`src/rtl/dmem_arbiter_pkg.sv`:
```
// dmem_arb_pkg: shared types and helpers for the data-RAM arbiter.
//   state_t   : sequencer states (IDLE, RMW_WR)
//   NUM_PORTS : number of requesters sharing the RAM
//   BE_FULL   : byte-enable value that marks a full 64-bit store
//   merge()   : per-lane merge of store data into a RAM word
package dmem_arb_pkg;

    typedef enum logic {
        IDLE   = 1'b0,
        RMW_WR = 1'b1
    } state_t;

    localparam int         NUM_PORTS = 2;
    localparam logic [7:0] BE_FULL   = 8'hFF;

    // Lane n takes the store byte when be[n] is set, otherwise keeps RAM data.
    function automatic logic [63:0] merge(input logic [63:0] rdata,
                                          input logic [63:0] wdata,
                                          input logic [7:0]  be);
        logic [63:0] m;
        for (int i = 0; i < 8; i++)
            m[i*8 +: 8] = be[i] ? wdata[i*8 +: 8] : rdata[i*8 +: 8];
        return m;
    endfunction

endpackage

```
`src/rtl/dmem_arbiter_if.sv`:
```
// dmem_arb_if: requester-side bus of the data-RAM arbiter.
//   req_i/we_i/addr_i/wdata_i/be_i : per-port request and payload
//   gnt_o                          : per-port grant (one-hot or zero)
//   rvalid_o/rdata_o/err_o         : per-port response pulse, shared data/error
// Modports: master = requester side, slave = arbiter side.
interface dmem_arb_if
    import dmem_arb_pkg::*;
#(
    parameter int ADDR_W = 64
) ();

    logic [NUM_PORTS-1:0]             req_i;
    logic [NUM_PORTS-1:0]             we_i;
    logic [NUM_PORTS-1:0][ADDR_W-1:0] addr_i;
    logic [NUM_PORTS-1:0][63:0]       wdata_i;
    logic [NUM_PORTS-1:0][7:0]        be_i;
    logic [NUM_PORTS-1:0]             gnt_o;
    logic [NUM_PORTS-1:0]             rvalid_o;
    logic [63:0]                      rdata_o;
    logic                             err_o;

    modport master (
        output req_i, we_i, addr_i, wdata_i, be_i,
        input  gnt_o, rvalid_o, rdata_o, err_o
    );

    modport slave (
        input  req_i, we_i, addr_i, wdata_i, be_i,
        output gnt_o, rvalid_o, rdata_o, err_o
    );

endinterface

```
`src/rtl/dmem_arbiter_rr_pick.sv`:
```
// dmem_rr_pick: two-request round-robin picker.
//   clk_i, rst_n_i : clock, async active-low reset
//   i_en           : picking allowed this cycle
//   i_req          : per-port requests
//   o_gnt          : one-hot grant (zero when disabled or idle)
// The pointer remembers the last winner; reset leaves it on port 1 so
// port 0 wins the first contended cycle.
module dmem_rr_pick (
    input  logic       clk_i,
    input  logic       rst_n_i,
    input  logic       i_en,
    input  logic [1:0] i_req,
    output logic [1:0] o_gnt
);

    logic       r_last;
    logic [1:0] w_gnt;

    always_comb begin
        w_gnt = 2'b00;
        if (i_en) begin
            case (i_req)
                2'b01:   w_gnt = 2'b01;
                2'b10:   w_gnt = 2'b10;
                2'b11:   w_gnt = r_last ? 2'b01 : 2'b10;
                default: w_gnt = 2'b00;
            endcase
        end
    end

    assign o_gnt = w_gnt;

    always_ff @(posedge clk_i or negedge rst_n_i) begin
        if (!rst_n_i)
            r_last <= 1'b1;
        else if (i_en && (|i_req))
            r_last <= w_gnt[1];
    end

endmodule

```
`src/rtl/dmem_arbiter.sv`:
```
// dmem_arbiter: shares the single-port 64-bit data RAM between the
// load/store unit (port 0) and the loader (port 1).
//   clk_i, rst_n_i : clock, async active-low reset
//   bus            : dmem_arb_if.slave requester bus (req/gnt/response)
//   mem_addr_o, mem_wdata_o, mem_wen_o : RAM command
//   mem_rdata_i    : RAM combinational read data
// Optional feature macro DMEM_ARB_RMW_EN: partial stores become a
// read-merge-write pair (IDLE -> RMW_WR). Without it be_i is ignored and
// every store is a full single-cycle write.
module dmem_arbiter
    import dmem_arb_pkg::*;
#(
    parameter int MEM_BYTES = 5000,
    parameter int ADDR_W    = 64
) (
    input  logic              clk_i,
    input  logic              rst_n_i,
    dmem_arb_if.slave         bus,
    output logic [ADDR_W-1:0] mem_addr_o,
    output logic [63:0]       mem_wdata_o,
    output logic              mem_wen_o,
    input  logic [63:0]       mem_rdata_i
);

    // addr + 7 < MEM_BYTES, written to avoid wrap near the top of the space
    localparam logic [ADDR_W-1:0] ADDR_LIM = ADDR_W'(MEM_BYTES - 7);

    state_t                w_state;
    logic [NUM_PORTS-1:0]  w_gnt;
    logic                  w_any;
    logic                  w_port;
    logic [ADDR_W-1:0]     w_addr;
    logic [63:0]           w_wdata;
    logic                  w_we;
    logic                  w_in_range;
    logic                  w_partial;
    logic [NUM_PORTS-1:0]  r_rvalid;
    logic [63:0]           r_rdata;
    logic                  r_err;

    dmem_rr_pick u_pick (
        .clk_i   (clk_i),
        .rst_n_i (rst_n_i),
        .i_en    (w_state == IDLE),
        .i_req   (bus.req_i),
        .o_gnt   (w_gnt)
    );

    assign w_any      = |w_gnt;
    assign w_port     = w_gnt[1];
    assign w_addr     = bus.addr_i[w_port];
    assign w_wdata    = bus.wdata_i[w_port];
    assign w_we       = bus.we_i[w_port];
    assign w_in_range = (w_addr < ADDR_LIM);

`ifdef DMEM_ARB_RMW_EN
    state_t            r_state;
    state_t            w_next_state;
    logic [ADDR_W-1:0] r_addr;
    logic [63:0]       r_merge;
    logic              r_port;

    assign w_partial = w_we && w_in_range && (bus.be_i[w_port] != BE_FULL);
    assign w_state   = r_state;

    always_ff @(posedge clk_i or negedge rst_n_i) begin
        if (!rst_n_i) r_state <= IDLE;
        else          r_state <= w_next_state;
    end

    always_comb begin
        w_next_state = r_state;
        case (r_state)
            IDLE:    if (w_any && w_partial) w_next_state = RMW_WR;
            RMW_WR:  w_next_state = IDLE;
            default: w_next_state = IDLE;
        endcase
    end

    // Capture the merged word while the RAM read for the grant is on the bus.
    always_ff @(posedge clk_i or negedge rst_n_i) begin
        if (!rst_n_i) begin
            r_addr  <= '0;
            r_merge <= '0;
            r_port  <= 1'b0;
        end else if (r_state == IDLE && w_any && w_partial) begin
            r_addr  <= w_addr;
            r_merge <= merge(mem_rdata_i, w_wdata, bus.be_i[w_port]);
            r_port  <= w_port;
        end
    end
`else
    logic w_unused;
    assign w_unused  = ^bus.be_i;
    assign w_partial = 1'b0;
    assign w_state   = IDLE;
`endif

    // FSM outputs: grant and RAM command
    always_comb begin
        bus.gnt_o   = '0;
        mem_addr_o  = '0;
        mem_wdata_o = '0;
        mem_wen_o   = 1'b0;
        case (w_state)
            IDLE: begin
                bus.gnt_o = w_gnt;
                if (w_any) begin
                    mem_addr_o = w_addr;
                    if (w_we && w_in_range && !w_partial) begin
                        mem_wen_o   = 1'b1;
                        mem_wdata_o = w_wdata;
                    end
                end
            end
`ifdef DMEM_ARB_RMW_EN
            RMW_WR: begin
                mem_addr_o  = r_addr;
                mem_wdata_o = r_merge;
                mem_wen_o   = 1'b1;
            end
`endif
            default: ;
        endcase
    end

    // Response: one pulse per accepted request; data only for in-range reads.
    always_ff @(posedge clk_i or negedge rst_n_i) begin
        if (!rst_n_i) begin
            r_rvalid <= '0;
            r_rdata  <= '0;
            r_err    <= 1'b0;
        end else begin
            r_rvalid <= '0;
            r_rdata  <= '0;
            r_err    <= 1'b0;
`ifdef DMEM_ARB_RMW_EN
            if (r_state == RMW_WR)
                r_rvalid <= r_port ? 2'b10 : 2'b01;
            else
`endif
            if (w_any && !w_partial) begin
                r_rvalid <= w_gnt;
                if (!w_in_range) r_err   <= 1'b1;
                else if (!w_we)  r_rdata <= mem_rdata_i;
            end
        end
    end

    assign bus.rvalid_o = r_rvalid;
    assign bus.rdata_o  = r_rdata;
    assign bus.err_o    = r_err;

endmodule

```
`src/flat_wrapper.sv`:
```
// flat-port wrapper written by rule: the top's interface ports become plain ports
module dmem_arbiter_flat import dmem_arb_pkg::*;
#(
    parameter int MEM_BYTES = 5000,
    parameter int ADDR_W    = 64
)
  (clk_i, rst_n_i, mem_addr_o, mem_wdata_o, mem_wen_o, mem_rdata_i, bus_req_i, bus_we_i, bus_addr_i, bus_wdata_i, bus_be_i, bus_gnt_o, bus_rvalid_o, bus_rdata_o, bus_err_o);
  dmem_arb_if #(.ADDR_W(ADDR_W)) bus_i ();
  input  logic clk_i;
  input  logic rst_n_i;
  output logic [ADDR_W-1:0] mem_addr_o;
  output logic [63:0] mem_wdata_o;
  output logic mem_wen_o;
  input  logic [63:0] mem_rdata_i;
  input wire logic [$bits(bus_i.req_i)-1:0] bus_req_i;
  input wire logic [$bits(bus_i.we_i)-1:0] bus_we_i;
  input wire logic [$bits(bus_i.addr_i)-1:0] bus_addr_i;
  input wire logic [$bits(bus_i.wdata_i)-1:0] bus_wdata_i;
  input wire logic [$bits(bus_i.be_i)-1:0] bus_be_i;
  output wire logic [$bits(bus_i.gnt_o)-1:0] bus_gnt_o;
  output wire logic [$bits(bus_i.rvalid_o)-1:0] bus_rvalid_o;
  output wire logic [$bits(bus_i.rdata_o)-1:0] bus_rdata_o;
  output wire logic [$bits(bus_i.err_o)-1:0] bus_err_o;
  assign bus_i.req_i = bus_req_i;
  assign bus_i.we_i = bus_we_i;
  assign bus_i.addr_i = bus_addr_i;
  assign bus_i.wdata_i = bus_wdata_i;
  assign bus_i.be_i = bus_be_i;
  assign bus_gnt_o = bus_i.gnt_o;
  assign bus_rvalid_o = bus_i.rvalid_o;
  assign bus_rdata_o = bus_i.rdata_o;
  assign bus_err_o = bus_i.err_o;
  dmem_arbiter #(.MEM_BYTES(MEM_BYTES), .ADDR_W(ADDR_W)) u_core (.clk_i(clk_i), .rst_n_i(rst_n_i), .bus(bus_i), .mem_addr_o(mem_addr_o), .mem_wdata_o(mem_wdata_o), .mem_wen_o(mem_wen_o), .mem_rdata_i(mem_rdata_i));
endmodule
```
`config.mk`:
```
export PLATFORM = sky130hd
export DESIGN_NAME = dmem_arbiter_flat
export DESIGN_NICKNAME = d
export VERILOG_FILES = /design/src/rtl/dmem_arbiter_pkg.sv /design/src/rtl/dmem_arbiter_if.sv /design/src/rtl/dmem_arbiter_rr_pick.sv /design/src/rtl/dmem_arbiter.sv /design/src/flat_wrapper.sv
export SDC_FILE = /design/constraint.sdc
export NUM_CORES = 1
export LEC_CHECK = 0
export CAP_MARGIN = 20
export CORE_AREA = 8 8 202 204
export CTS_CLUSTER_SIZE = 20
export DETAILED_ROUTE_END_ITERATION = 8
export DIE_AREA = 0 0 210 212
export DONT_BUFFER_PORTS = 1
export PLACE_DENSITY = 0.3
export SLEW_MARGIN = 25
export SYNTH_ARGS = -nofsm -noshare
export SYNTH_HDL_FRONTEND = slang
export SYNTH_SLANG_ARGS = --single-unit
export TNS_END_PERCENT = 5
```
`constraint.sdc`:
```
create_clock -name clk_i -period 2.6 [get_ports clk_i]
set_clock_uncertainty 0.05 [all_clocks]
set_input_delay 0.26 -clock clk_i [delete_from_list [all_inputs] [get_ports clk_i]]
set_output_delay 0.26 -clock clk_i [all_outputs]
set_load 0.03 [all_outputs]
```
==> results.md <==
* Outcome: finished with violations
* Failing checks: setup timing
* Hold Violations, Final at 0
* Worst endpoint data arrival time at 2450 ps
* Synthesized area at 4800 um2
* Final wirelength at 34.4 mm
* Final max-slew violation count at 0
* Unique masters post-synth at 28
* Worst setup SP type: flop
* FFs w/ async S/R, synth at 100%
* Max VDD drop at 0.265 mV
* Hold wc startpoint: mem_rdata_i[11]
* Sequential share of the synthesized area at 35.5%
* Post-synth top flop: dfrtp_1
* Worst EP required at 2290 ps
* Worst R2R Setup Slack at 160 ps
* Max-cap violations at 0
* Die W at 210 um
* WHS Path Cells at 1
* Htree depth at 3
* Sequential cell area at 1700 um2
* Fillers at 4222
* Commonest non-fill, non-tap cell in the layout: nand2_1
* Combinational share of power at 31.9%
* Crit-path slowest cell: dfstp_2
* Drt initial violations at 347
* Crit end category: output port
* CP cell instances: a21bo_4 > buf_6 > mux2i_1 > buf_4 > o2111ai_4 > buf_12 > buf_16 > a21oi_4 > buf_6
* Clk network pwr share at 34.2%
* Nets at 1127
* Via density at 4.24
* Flops & latches, synth at 68
* Share of cells above drive strength 1 at 39.9%
* Initial core utilization at 12.7%
* Die Span Y at 212 um
* RR Endpoint: u_core.bus.rdata_o[5]
* Worst-skew pair later-pin latency at 330 ps
* CTS Buf Count at 9
* Root buffer cell: clkbuf_16
* Ports at 540
* Max stage delay on crit path at 550 ps
* Worst-margin pin slew at 585 ps
* Hold Path Class: in2reg
* Post-Syn Area per Cell at 7.41 um2
* Fmax at 0.363 GHz
* Area Overhead vs Synth at 61.1%
* CP max FO at 8
* Detailed-route via count at 5552
* R2R Path Start: u_core.u_pick.r_last
* Number of cells produced by synthesis at 648
* Switching Share at 36.4%
* Clk buf depth at 2
* Most used cell along the critical path: buf_6
* Leak pwr at 0.00310 uW
* Commonest cells after routing, fill and taps aside: nand2_1 (258), buf_4 (123), a21oi_1 (69)
* Cell row count at 72
* Int Pwr at 2020 uW
* Syn. warnings at 0
* Multi-input gate area at 3290 um2
* Clock tree from TritonCTS: done
* Setup-failing EPs final at 65
* WL per Instance at 26.3 um
* Hold Path Sink: u_core.bus.rdata_o[11]
* Initial antenna violation count at 1
* Critical path type: reg2out
* Reg2Reg Depth at 9
* Tcrit/Tclk final at 106%
* Post-Layout Cell Count at 1309
* Psw at 1160 uW
* Inst Count DP at 1275
* Clock sinks at 68
* Vias in the first global route at 5862
* First-pass GRT wire length at 45.6 mm
* Worst rel slew slack at 60.6%
* Setup WS post-layout at -156 ps
* Power Density at 411 nW/um2
* Routability cong. at 0.890
* Drt drc at 0
* Port Buf Inserts at 0
* Min Tclk post-route at 2760 ps
* DRT antenna net count at 0
* Gr ovfl total at 0
* Seq pwr share at 33.9%
* DP HPWL at 28.2 mm
* Unrepaired setup endpoints after global routing: true
* Mapped Nets at 990
* Hold WS at 35.1 ps
* DRT Pass-1 Iters at 4
* Pin count of the biggest net entering global routing at 75
* Die ar. at 44500 um2
* Clock Pin Slew Worst Setup and Hold Paths at 60 ps
* Post-synth EDFFs at 0
* Global-route usage over all layers at 14.2%
* Core area at 37900 um2
[cell type report]
cell class	count	area share (%)
repair buffers	189	23.5
clock inverters	5	0.388
diodes	2	0.0647
well taps	518	8.38
inverters	3	0.243
multi-input cells	514	42.5
flip-flops and latches	68	22.0
clock buffers	10	2.96
[Yosys cell counts, types with 5 or more instances]
cell        n  area (um2)
nand2_1   259         972
a21oi_1   128         641
dfrtp_1    67        1680
clkbuf_1   53         199
nor4b_2    39         586
nor4b_1    26         228
nor4_1     24         150
nor2_1      9        33.8
nand4_1     8        50.1
buf_6       5        56.3
nor3_1      5        25.0
[power by group through the flow]
stage | sequential [uW] | clock (uW) | combinational [uW]
after global placement | 1100 | 0 | 929
after floorplan | 1100 | 0 | 584
after CTS | 1080 | 1130 | 1010
after detailed placement | 1100 | 0 | 923
after global routing | 1080 | 1180 | 1080
final | 1080 | 1090 | 1010
[cells by family after synthesis]
family / share of synthesized area [%]
buf+inv: 6.10
flops: 35.5
simple gates: 43.2
compound gates: 14.9
mux: 0.417
[flip-flops by register name, indices dropped and copies added (netlist names)]
name                  cells
u_core.u_pick.r_last      1
u_core.bus.rvalid_o       2
u_core.bus.err_o          1
u_core.bus.rdata_o       64
[per-stage QoR]
step                      instance area (um2)  utilization (%)  setup TNS, ps  setup slack [ps]  total power, uW
final                                    7740             20.4          -6470              -156             3180
after floorplan                          4800                -              0               133             1680
after CTS                                7430             19.6         -11880              -255             3220
after global routing                     7740             20.4         -16060              -286             3340
after detailed placement                 6600             17.4          -3290              -204             2020
after global placement                   6600             17.4          -3080              -243             2030
[layer usage]
metal | global-route usage [%] | vias up | part of all wire, %
met4 | 5.27 | 0 | 3.5
met1 | 14.4 | 2682 | 34
met5 | 0 | - | 0
met2 | 26.5 | 324 | 53
met3 | 5.14 | 35 | 9.0
li1 | - | 2511 | -
[worst max path at each step]
stage                    startpoint               to  slack, ps
2_1_floorplan  u_core.u_pick.r_last  mem_wdata_o[62]        130
3_3_place_gp         bus_addr_i[67]  mem_wdata_o[13]       -240
3_5_place_dp         bus_addr_i[67]  mem_wdata_o[13]       -200
4_1_cts        u_core.u_pick.r_last   mem_wdata_o[7]       -260
5_1_grt        u_core.u_pick.r_last  mem_wdata_o[17]       -290
6_report       u_core.u_pick.r_last  mem_wdata_o[13]       -160
[critical path: cells and delay by family, from the launching register on]
family | cells | cell delay, ps
AO/OA/AOI/OAI | 3 | 580
multiplexers | 1 | 180
flip-flops | 1 | 550
buffers and inverters | 5 | 790
[repair_timing]
item	4_1_cts	5_1_grt
hold buffers	4	0
cloned	3	1
endpoints found under the setup margin	78	80
endpoints found under the hold margin	69	0
pin swaps	6	3
setup buffers	9	1
gates resized for setup	81	67
(Power assumes the default switching activity.)
